--- src/rtl/eth_tx_framer.sv ---
// Ethernet transmit framer: wraps a payload stream with SOF, MAC/type header, optional pad, EOF.
// Optional minimum-length padding is enabled by defining ETH_TX_FRAMER_PAD_EN.
module eth_tx_framer #(
  parameter logic [47:0] SRC_MAC     = 48'h00_0A_35_00_00_01,
  parameter int unsigned MAX_PAYLOAD = 1500
) (
  input  logic        clk,
  input  logic        rst_n,
  input  logic        start_in,
  input  logic [47:0] dst_mac_in,
  input  logic [15:0] ethertype_in,
  input  logic [7:0]  pl_d_in,
  input  logic        pl_valid_in,
  input  logic        pl_last_in,
  output logic        pl_rd_out,
  output logic        wr_en_out,
  output logic [8:0]  wr_d_out,
  input  logic        wr_full_in,
  output logic        busy_out,
  output logic        err_out
);

`ifdef ETH_TX_FRAMER_PAD_EN
  localparam bit PadEn = 1'b1;
`else
  localparam bit PadEn = 1'b0;
`endif

  localparam logic [10:0] MaxCnt   = 11'(MAX_PAYLOAD);
  // Payload count at which the last pad byte is written (46 bytes after the 14-byte header).
  localparam logic [10:0] PadLast  = 11'd45;
  localparam logic [8:0]  WordSof  = 9'h100;
  localparam logic [8:0]  WordEof  = 9'h101;
  localparam logic [8:0]  WordErr  = 9'h103;

  typedef enum logic [2:0] {
    StIdle, StSof, StHdr, StPayload, StPad, StEof, StErr, StDrain
  } state_e;

  state_e      state_q;
  logic [47:0] dst_q;
  logic [15:0] type_q;
  logic [3:0]  hdr_cnt_q;
  logic [10:0] pl_cnt_q;

  logic [7:0]  hdr_byte;
  logic        at_max;
  logic        wr_en;

  assign at_max = (pl_cnt_q == MaxCnt);

  always_comb begin
    hdr_byte = 8'h00;
    unique case (hdr_cnt_q)
      4'd0:    hdr_byte = dst_q[47:40];
      4'd1:    hdr_byte = dst_q[39:32];
      4'd2:    hdr_byte = dst_q[31:24];
      4'd3:    hdr_byte = dst_q[23:16];
      4'd4:    hdr_byte = dst_q[15:8];
      4'd5:    hdr_byte = dst_q[7:0];
      4'd6:    hdr_byte = SRC_MAC[47:40];
      4'd7:    hdr_byte = SRC_MAC[39:32];
      4'd8:    hdr_byte = SRC_MAC[31:24];
      4'd9:    hdr_byte = SRC_MAC[23:16];
      4'd10:   hdr_byte = SRC_MAC[15:8];
      4'd11:   hdr_byte = SRC_MAC[7:0];
      4'd12:   hdr_byte = type_q[15:8];
      4'd13:   hdr_byte = type_q[7:0];
      default: hdr_byte = 8'h00;
    endcase
  end

  // Outputs are decoded straight from state so a stalled word stays on wr_d_out.
  always_comb begin
    wr_en     = 1'b0;
    wr_d_out  = 9'h000;
    pl_rd_out = 1'b0;
    err_out   = 1'b0;
    unique case (state_q)
      StSof: begin
        wr_en    = !wr_full_in;
        wr_d_out = WordSof;
      end
      StHdr: begin
        wr_en    = !wr_full_in;
        wr_d_out = {1'b0, hdr_byte};
      end
      StPayload: begin
        wr_d_out = {1'b0, pl_d_in};
        if (pl_valid_in && !at_max) begin
          wr_en     = !wr_full_in;
          pl_rd_out = !wr_full_in;
        end
      end
      StPad: begin
        wr_en    = !wr_full_in;
        wr_d_out = 9'h000;
      end
      StEof: begin
        wr_en    = !wr_full_in;
        wr_d_out = WordEof;
      end
      StErr: begin
        wr_en     = !wr_full_in;
        wr_d_out  = WordErr;
        err_out   = !wr_full_in;
        // A final offending byte is swallowed together with the error word.
        pl_rd_out = !wr_full_in && pl_valid_in && pl_last_in;
      end
      StDrain: begin
        pl_rd_out = pl_valid_in;
      end
      default: ;
    endcase
  end

  assign wr_en_out = wr_en;
  assign busy_out  = (state_q != StIdle);

  always_ff @(posedge clk or negedge rst_n) begin
    if (!rst_n) begin
      state_q   <= StIdle;
      dst_q     <= 48'h0;
      type_q    <= 16'h0;
      hdr_cnt_q <= 4'd0;
      pl_cnt_q  <= 11'd0;
    end else begin
      unique case (state_q)
        StIdle: begin
          if (start_in) begin
            dst_q     <= dst_mac_in;
            type_q    <= ethertype_in;
            hdr_cnt_q <= 4'd0;
            pl_cnt_q  <= 11'd0;
            state_q   <= StSof;
          end
        end
        StSof: begin
          if (wr_en) state_q <= StHdr;
        end
        StHdr: begin
          if (wr_en) begin
            if (hdr_cnt_q == 4'd13) begin
              state_q <= StPayload;
            end else begin
              hdr_cnt_q <= hdr_cnt_q + 4'd1;
            end
          end
        end
        StPayload: begin
          if (pl_valid_in && !wr_full_in) begin
            if (at_max) begin
              state_q <= StErr;
            end else begin
              pl_cnt_q <= pl_cnt_q + 11'd1;
              if (pl_last_in) begin
                if (PadEn && (pl_cnt_q < PadLast)) state_q <= StPad;
                else                               state_q <= StEof;
              end
            end
          end
        end
        StPad: begin
          if (wr_en) begin
            pl_cnt_q <= pl_cnt_q + 11'd1;
            if (pl_cnt_q >= PadLast) state_q <= StEof;
          end
        end
        StEof: begin
          if (wr_en) state_q <= StIdle;
        end
        StErr: begin
          if (wr_en) begin
            if (pl_valid_in && pl_last_in) state_q <= StIdle;
            else                           state_q <= StDrain;
          end
        end
        StDrain: begin
          if (pl_valid_in && pl_last_in) state_q <= StIdle;
        end
        default: state_q <= StIdle;
      endcase
    end
  end

endmodule

--- config.mk ---
export PLATFORM = sky130hd
export DESIGN_NAME = eth_tx_framer
export DESIGN_NICKNAME = d
export VERILOG_FILES = /design/src/rtl/eth_tx_framer.sv
export SDC_FILE = /design/constraint.sdc
export NUM_CORES = 1
export LEC_CHECK = 0
export ABC_AREA = 1
export CORE_MARGIN = 4
export CORE_UTILIZATION = 47
export DETAILED_ROUTE_END_ITERATION = 12
export GPL_ROUTABILITY_DRIVEN = 0
export PLACE_DENSITY = 0.79
export SLEW_MARGIN = 40
export SYNTH_ARGS = -nofsm -noshare
export SYNTH_HDL_FRONTEND = slang
export SYNTH_SLANG_ARGS = --single-unit
export TNS_END_PERCENT = 1
--- constraint.sdc ---
create_clock -name clk -period 1.7 [get_ports clk]
set_input_delay 0.425 -clock clk [delete_from_list [all_inputs] [get_ports clk]]
set_output_delay 0.425 -clock clk [all_outputs]
set_load 0.01 [all_outputs]
==> flow_summary.json, run 1 <==
{
  "synthCells": 605,
  "post-route-period-util_pct": 139,
  "slowest_stage": "dfrtp_1",
  "nFillCells": 681,
  "synth-main-ff-cell": "dfrtp_1",
  "yosys.area.top_type": "dfrtp_1",
  "synth_edf_count": 0,
  "ff2ff_path_depth": 12,
  "syn-cell-area_um2": 4540,
  "violations": "setup timing",
  "syn_area_per_cell_um2": 7.50,
  "path_cells": "buf_6 > buf_4 > nand3_4 > nor2_1 > nor3_2 > nand3_1 > nand2_1 > nand2_1 > buf_2",
  "drv_slew": 0,
  "critPathLaunchType": "flip-flop",
  "synthSimpleGateAreaFrac_pct": 27.0,
  "p_leak_uw": 0.00315,
  "syn_to_final_growth_pct": 47.1,
  "max_slew_margin_pct": 71.3,
  "r2r_slack_ps": -40,
  "synth_compound_area_share_pct": 13.6,
  "ant_nets": 0,
  "combPwrFrac_pct": 54.6,
  "fin_ws_ps": -669,
  "drt_wl_total_um": 15000,
  "arrival_ps": 1940,
  "ir_worst_vdd_mv": 0.800,
  "dieWidth_um": 106,
  "initialDrtViolationCount": 510,
  "clock_sinks": 82,
  "cp_max_fo": 8,
  "synth_top_family_by_area": "simple AND/OR/NAND/NOR gates",
  "yosysWarnings": 0,
  "cp.required_ps": 1270,
  "status": "finished, violations left",
  "dp_slack_ps": -679,
  "slowest_delay_ps": 430,
  "synth-seq-cells": 82,
  "pwr-share-clk_pct": 14.9,
  "first_global_vias": 4902,
  "hold_viol": 0,
  "hold_class": "in -> async",
  "cp-startpoint": "hdr_cnt_q[2]$_DFFE_PN0P_",
  "core_area_um2": 9330,
  "grt_max_degree": 50,
  "drive_gt1_share_pct": 25.4,
  "yosys.area.top_type_share_pct": 45.2,
  "whs_ps": 536,
  "finalInstanceArea_um2": 6680,
  "h-tree-depth": 3,
  "antenna_found_initial": 0,
  "ys_seq_area_share_pct": 45.2,
  "synth_cell_types": 31,
  "post_drt_via_cell_ratio": 5.21,
  "p_per_area_nw_per_um2": 1530,
  "p_sw_share_pct": 43.0,
  "nNetsFinal": 861,
  "portBuffers": 90,
  "worstReg2RegStart": "hdr_cnt_q[0]$_DFFE_PN0P_",
  "cts.clk_slew.worst_paths_ps": 90,
  "grt_remaining_overflow": 0,
  "multi_input_comb_area_um2": 2210,
  "synthTopCellsByArea": "dfrtp_1, nand2_1, inv_1, o21ai_0, nor2_1",
  "die_y_um": 106,
  "grt_pass1_wl_um": 24100,
  "cts_tree": "done",
  "crit_path_end": "wr_d_out[0]",
  "worst_slew_pin_slew_ps": 431,
  "layout.area.seq_um2": 2050,
  "cts.path.max_buffers": 2,
  "pwr-share-seq_pct": 30.5,
  "rsz0062_at_grt": "yes",
  "wl_per_cell_um": 16.5,
  "switchingPower_uw": 4390,
  "syn_nets": 690,
  "dr.pass1.iters": 5,
  "clk_latency_ps": 370,
  "worstSetupPathType": "reg -> out",
  "synth_fa_ha_area_share_pct": 1.93,
  "netlist_top_cells_count": "nand2_1, inv_1, dfrtp_1",
  "fin_skew_ps": 15.0,
  "grt.total_usage_pct": 27.2,
  "rows": 35,
  "place_area_um2": 6180,
  "vias": 4740,
  "synth.most_common_cell": "nand2_1",
  "cp-end-kind": "primary output",
  "dp.final_hpwl_um": 9840,
  "crit_top_cell": "nand2_1",
  "max-cap-violations": 0,
  "cts-buffers-inserted": 9,
  "start_util_pct": 48.7,
  "die_area_um2": 11300,
  "p_int_uw": 5820,
  "synth_xor_area_share_pct": 0.579,
  "ioPinCount": 91,
  "rr_endpoint": "state_q[2]$_DFFE_PN0P_",
  "fin_crit_ps": 2370,
  "yosys-mux-area-fraction_pct": 0,
  "synthArstFlopShare_pct": 100,
  "drcViolationCount": 0,
  "max_freq_mhz": 422,
  "setup_viol": 16,
  "antennaDiodeCount": 0,
  "cts_root_buf": "clkbuf_8"
}
-- timing repair --
item | 4_1_cts | 5_1_grt
setup buffers | 7 | 0
hold buffers | 1 | 0
setup endpoints to repair | 25 | 31
resized for setup | 101 | 19
pin swaps | 13 | 5
endpoints found under the hold margin | 11 | 0
-- cell families (layout without fill, tap and decap cells) --
logic type,Yosys count,count (layout)
simple gates,281,281
buf+inv,121,297
compound gates,111,111
flops,82,82
fa+ha+maj,7,7
xor+xnor,3,3
-- cells in the final DEF, fill, tap and decap left out, types with 10 or more instances in the layout --
cell / count
nand2_2: 15
nand2_1: 149
nor2_1: 52
buf_4: 74
clkbuf_8: 10
nand3_1: 22
dfrtp_1: 80
o21ai_1: 16
buf_6: 10
buf_2: 11
inv_1: 89
o22ai_1: 12
clkdlybuf4s50_1: 76
o21ai_0: 59
-- critical path: cells and delay by family, from the launching register on --
kind / cells / cell delay [ps]
AND/OR/NAND/NOR: 6 / 710
flip-flops: 1 / 430
buffers and inverters: 3 / 440
-- layer usage --
| layer | wire (µm) | track usage [%] | part of all wire (%) | vias up |
|---|---|---|---|---|
| met5 | 0 | 0 | 0 | - |
| met4 | 682 | 13.9 | 4.5 | 0 |
| met3 | 1170 | 5.53 | 7.8 | 61 |
| met2 | 7390 | 45.9 | 49 | 247 |
| met1 | 5760 | 32.9 | 38 | 2177 |
| li1 | - | - | - | 2255 |
-- power groups by stage --
stage               Sequential (µW)  Clock, µW  Combinational [µW]
floorplan                      2990          0                2870
global placement               3050          0                4820
detailed placement             3090          0                4950
CTS                            3080       1520                5280
global route                   3180       1630                6050
finish                         3120       1520                5570
-- state kept, by name (all words and copies together), names as in the netlist --
| name | flops |
|---|---|
| hdr_cnt_q | 4 |
| type_q | 16 |
| dst_q | 48 |
| state_q | 3 |
| pl_cnt_q | 11 |
-- worst min path at each step --
stage	slack (ps)	end	start
finish	540	dst_q[37]$_DFFE_PN0P_	rst_n
global route	570	dst_q[37]$_DFFE_PN0P_	rst_n
CTS	540	dst_q[29]$_DFFE_PN0P_	rst_n
detailed placement	390	dst_q[29]$_DFFE_PN0P_	rst_n
global placement	380	dst_q[37]$_DFFE_PN0P_	rst_n
floorplan	130	dst_q[0]$_DFFE_PN0P_	rst_n
-- cell type report --
cell class,count,share of cell area (%)
multi-input cells,402,33.2
flip-flops and latches,82,30.8
repair buffers,181,24.7
inverters,100,5.77
well taps,129,2.42
clock buffers,10,2.06
clock inverters,6,1.09
-- stage by stage --
stage	instances	utilization, %	power (µW)	setup TNS (ps)
floorplan	605	-	5860	0
global placement	886	66.2	7870	-8940
detailed placement	886	66.2	8040	-10290
CTS	910	71.1	9880	-5790
global route	910	71.6	10900	-8780
finish	910	71.6	10200	-6260
No activity file was read; power rests on OpenSTA's default activity.
==> run 2: changes to the inputs <==
--- a/config.mk
+++ b/config.mk
@@ -11,7 +11,7 @@
 export DETAILED_ROUTE_END_ITERATION = 12
 export GPL_ROUTABILITY_DRIVEN = 0
 export PLACE_DENSITY = 0.79
-export SLEW_MARGIN = 40
+export RECOVER_POWER = 100
 export SYNTH_ARGS = -nofsm -noshare
 export SYNTH_HDL_FRONTEND = slang
 export SYNTH_SLANG_ARGS = --single-unit
==> flow_summary.json, run 2 (synthesis results as in run 1) <==
{
  "status": "finished, violations left",
  "violations": "setup timing",
  "clk_latency_ps": 370,
  "dr.pass1.iters": 6,
  "largest_reg_flops": 48,
  "multi_input_comb_area_um2": 2210,
  "layout_common_cells": "nand2_1, inv_1, dfrtp_1",
  "largestRegisters": "dst_q: 48 flops, type_q: 16 flops, pl_cnt_q: 11 flops",
  "grt.total_usage_pct": 27.2,
  "antenna_found_initial": 0,
  "cp_max_fo": 4,
  "ant_nets": 0,
  "drcViolationCount": 0,
  "regMostFlops": "dst_q",
  "fin_skew_ps": 15.8,
  "max-cap-violations": 0,
  "layout.area.seq_um2": 2050,
  "cts_root_buf": "clkbuf_8",
  "cp.required_ps": 1270,
  "max_slew_margin_pct": 49.5,
  "p_per_area_nw_per_um2": 1530,
  "final_core_util_pct": 71.0,
  "syn_to_final_growth_pct": 46.0,
  "whs_ps": 541,
  "cts-buffers-inserted": 9,
  "worst_slew_pin_slew_ps": 758,
  "portBuffers": 90,
  "cp-end-kind": "primary output",
  "worstSetupPathType": "reg -> out",
  "vias": 4779,
  "hold_class": "reg -> reg",
  "arrival_ps": 1970,
  "first_global_vias": 4902,
  "rows": 35,
  "initialDrtViolationCount": 424,
  "grt_remaining_overflow": 0,
  "ioPinCount": 91,
  "ir_worst_vdd_mv": 0.802,
  "h-tree-depth": 3,
  "dp_slack_ps": -679,
  "cts.clk_slew.worst_paths_ps": 80,
  "cts_tree": "done",
  "nNetsFinal": 861,
  "cts.path.max_buffers": 2,
  "max_freq_mhz": 418,
  "power.total_uw": 10200,
  "r2r_slack_ps": -40,
  "core_area_um2": 9330,
  "drt_wl_total_um": 15100,
  "fin_crit_ps": 2390,
  "die_area_um2": 11300,
  "antennaDiodeCount": 0,
  "post-route-period-util_pct": 141,
  "wl_per_cell_um": 16.5,
  "start_util_pct": 48.7,
  "grt_max_degree": 50,
  "fin_ws_ps": -695,
  "post_drt_via_cell_ratio": 5.25,
  "drive_gt1_share_pct": 25.4,
  "clock_sinks": 82,
  "nFillCells": 692,
  "drv_slew": 0,
  "die_y_um": 106,
  "setup_viol": 20,
  "p_leak_uw": 0.00313,
  "dieWidth_um": 106,
  "hold_viol": 0,
  "final_common_cell": "nand2_1",
  "critPathLaunchType": "flip-flop",
  "grt_pass1_wl_um": 24100,
  "dp.final_hpwl_um": 9840,
  "rsz0062_at_grt": "yes"
}
## run 2: per-stage QoR
step / cells / TNS [ps] / area, µm²
floorplan: 605 / 0 / 4560
global placement: 886 / -8940 / 6180
detailed placement: 886 / -10290 / 6180
CTS: 910 / -5790 / 6630
global route: 910 / -12120 / 6630
finish: 910 / -6450 / 6630
## run 2: timing repair
item	4_1_cts	5_1_grt
pin swaps	13	5
buffers inserted	7	0
endpoints found under the hold margin	11	0
hold buffers	1	0
endpoints found under the setup margin	25	31
gates resized for setup	101	19
cloned	0	0
## run 2: report_power, final
part | internal [µW] | switching, µW
logic | 2280 | 3230
registers | 2770 | 350
clock network | 734 | 789
## run 2: critical path, cell delays in order, from the launching register on
cell and delay [ps]:
dfrtp_1 420, buf_4 160, ha_4 190, buf_4 140, nand3_1 80, o21ai_1 90, nor2_1 200, nand2_1 90
nand2_1 70, nand2_1 50, buf_2 130
## run 2: path summary, 6_finish.rpt
check | startpoint | to | cells after the start
setup / recovery | hdr_cnt_q[0]$_DFFE_PN0P_ | wr_d_out[7] | 10
hold / removal | dst_q[14]$_DFFE_PN0P_ | dst_q[14]$_DFFE_PN0P_ | 2
setup reg to reg | hdr_cnt_q[0]$_DFFE_PN0P_ | state_q[2]$_DFFE_PN0P_ | 12
hold reg to reg | dst_q[14]$_DFFE_PN0P_ | dst_q[14]$_DFFE_PN0P_ | 2
max in group asynchronous | rst_n | hdr_cnt_q[2]$_DFFE_PN0P_ | 3
min in group asynchronous | rst_n | dst_q[37]$_DFFE_PN0P_ | 2
## run 2: final cells by class
cell class                      count  share of cell area [%]
Timing Repair Buffer              181                    24.3
Sequential cell                    82                    31.0
Clock inverter                      6                    1.10
Clock buffer                       10                    2.08
Multi-Input combinational cell    402                    33.3
Tap cell                          129                    2.44
Inverter                          100                    5.78
## run 2: routing by layer
metal	up-vias	track usage [%]	wire, µm
met2	250	45.9	7390
met5	-	0	0
met1	2211	32.9	5770
met4	0	13.9	645
li1	2255	-	-
met3	63	5.53	1240
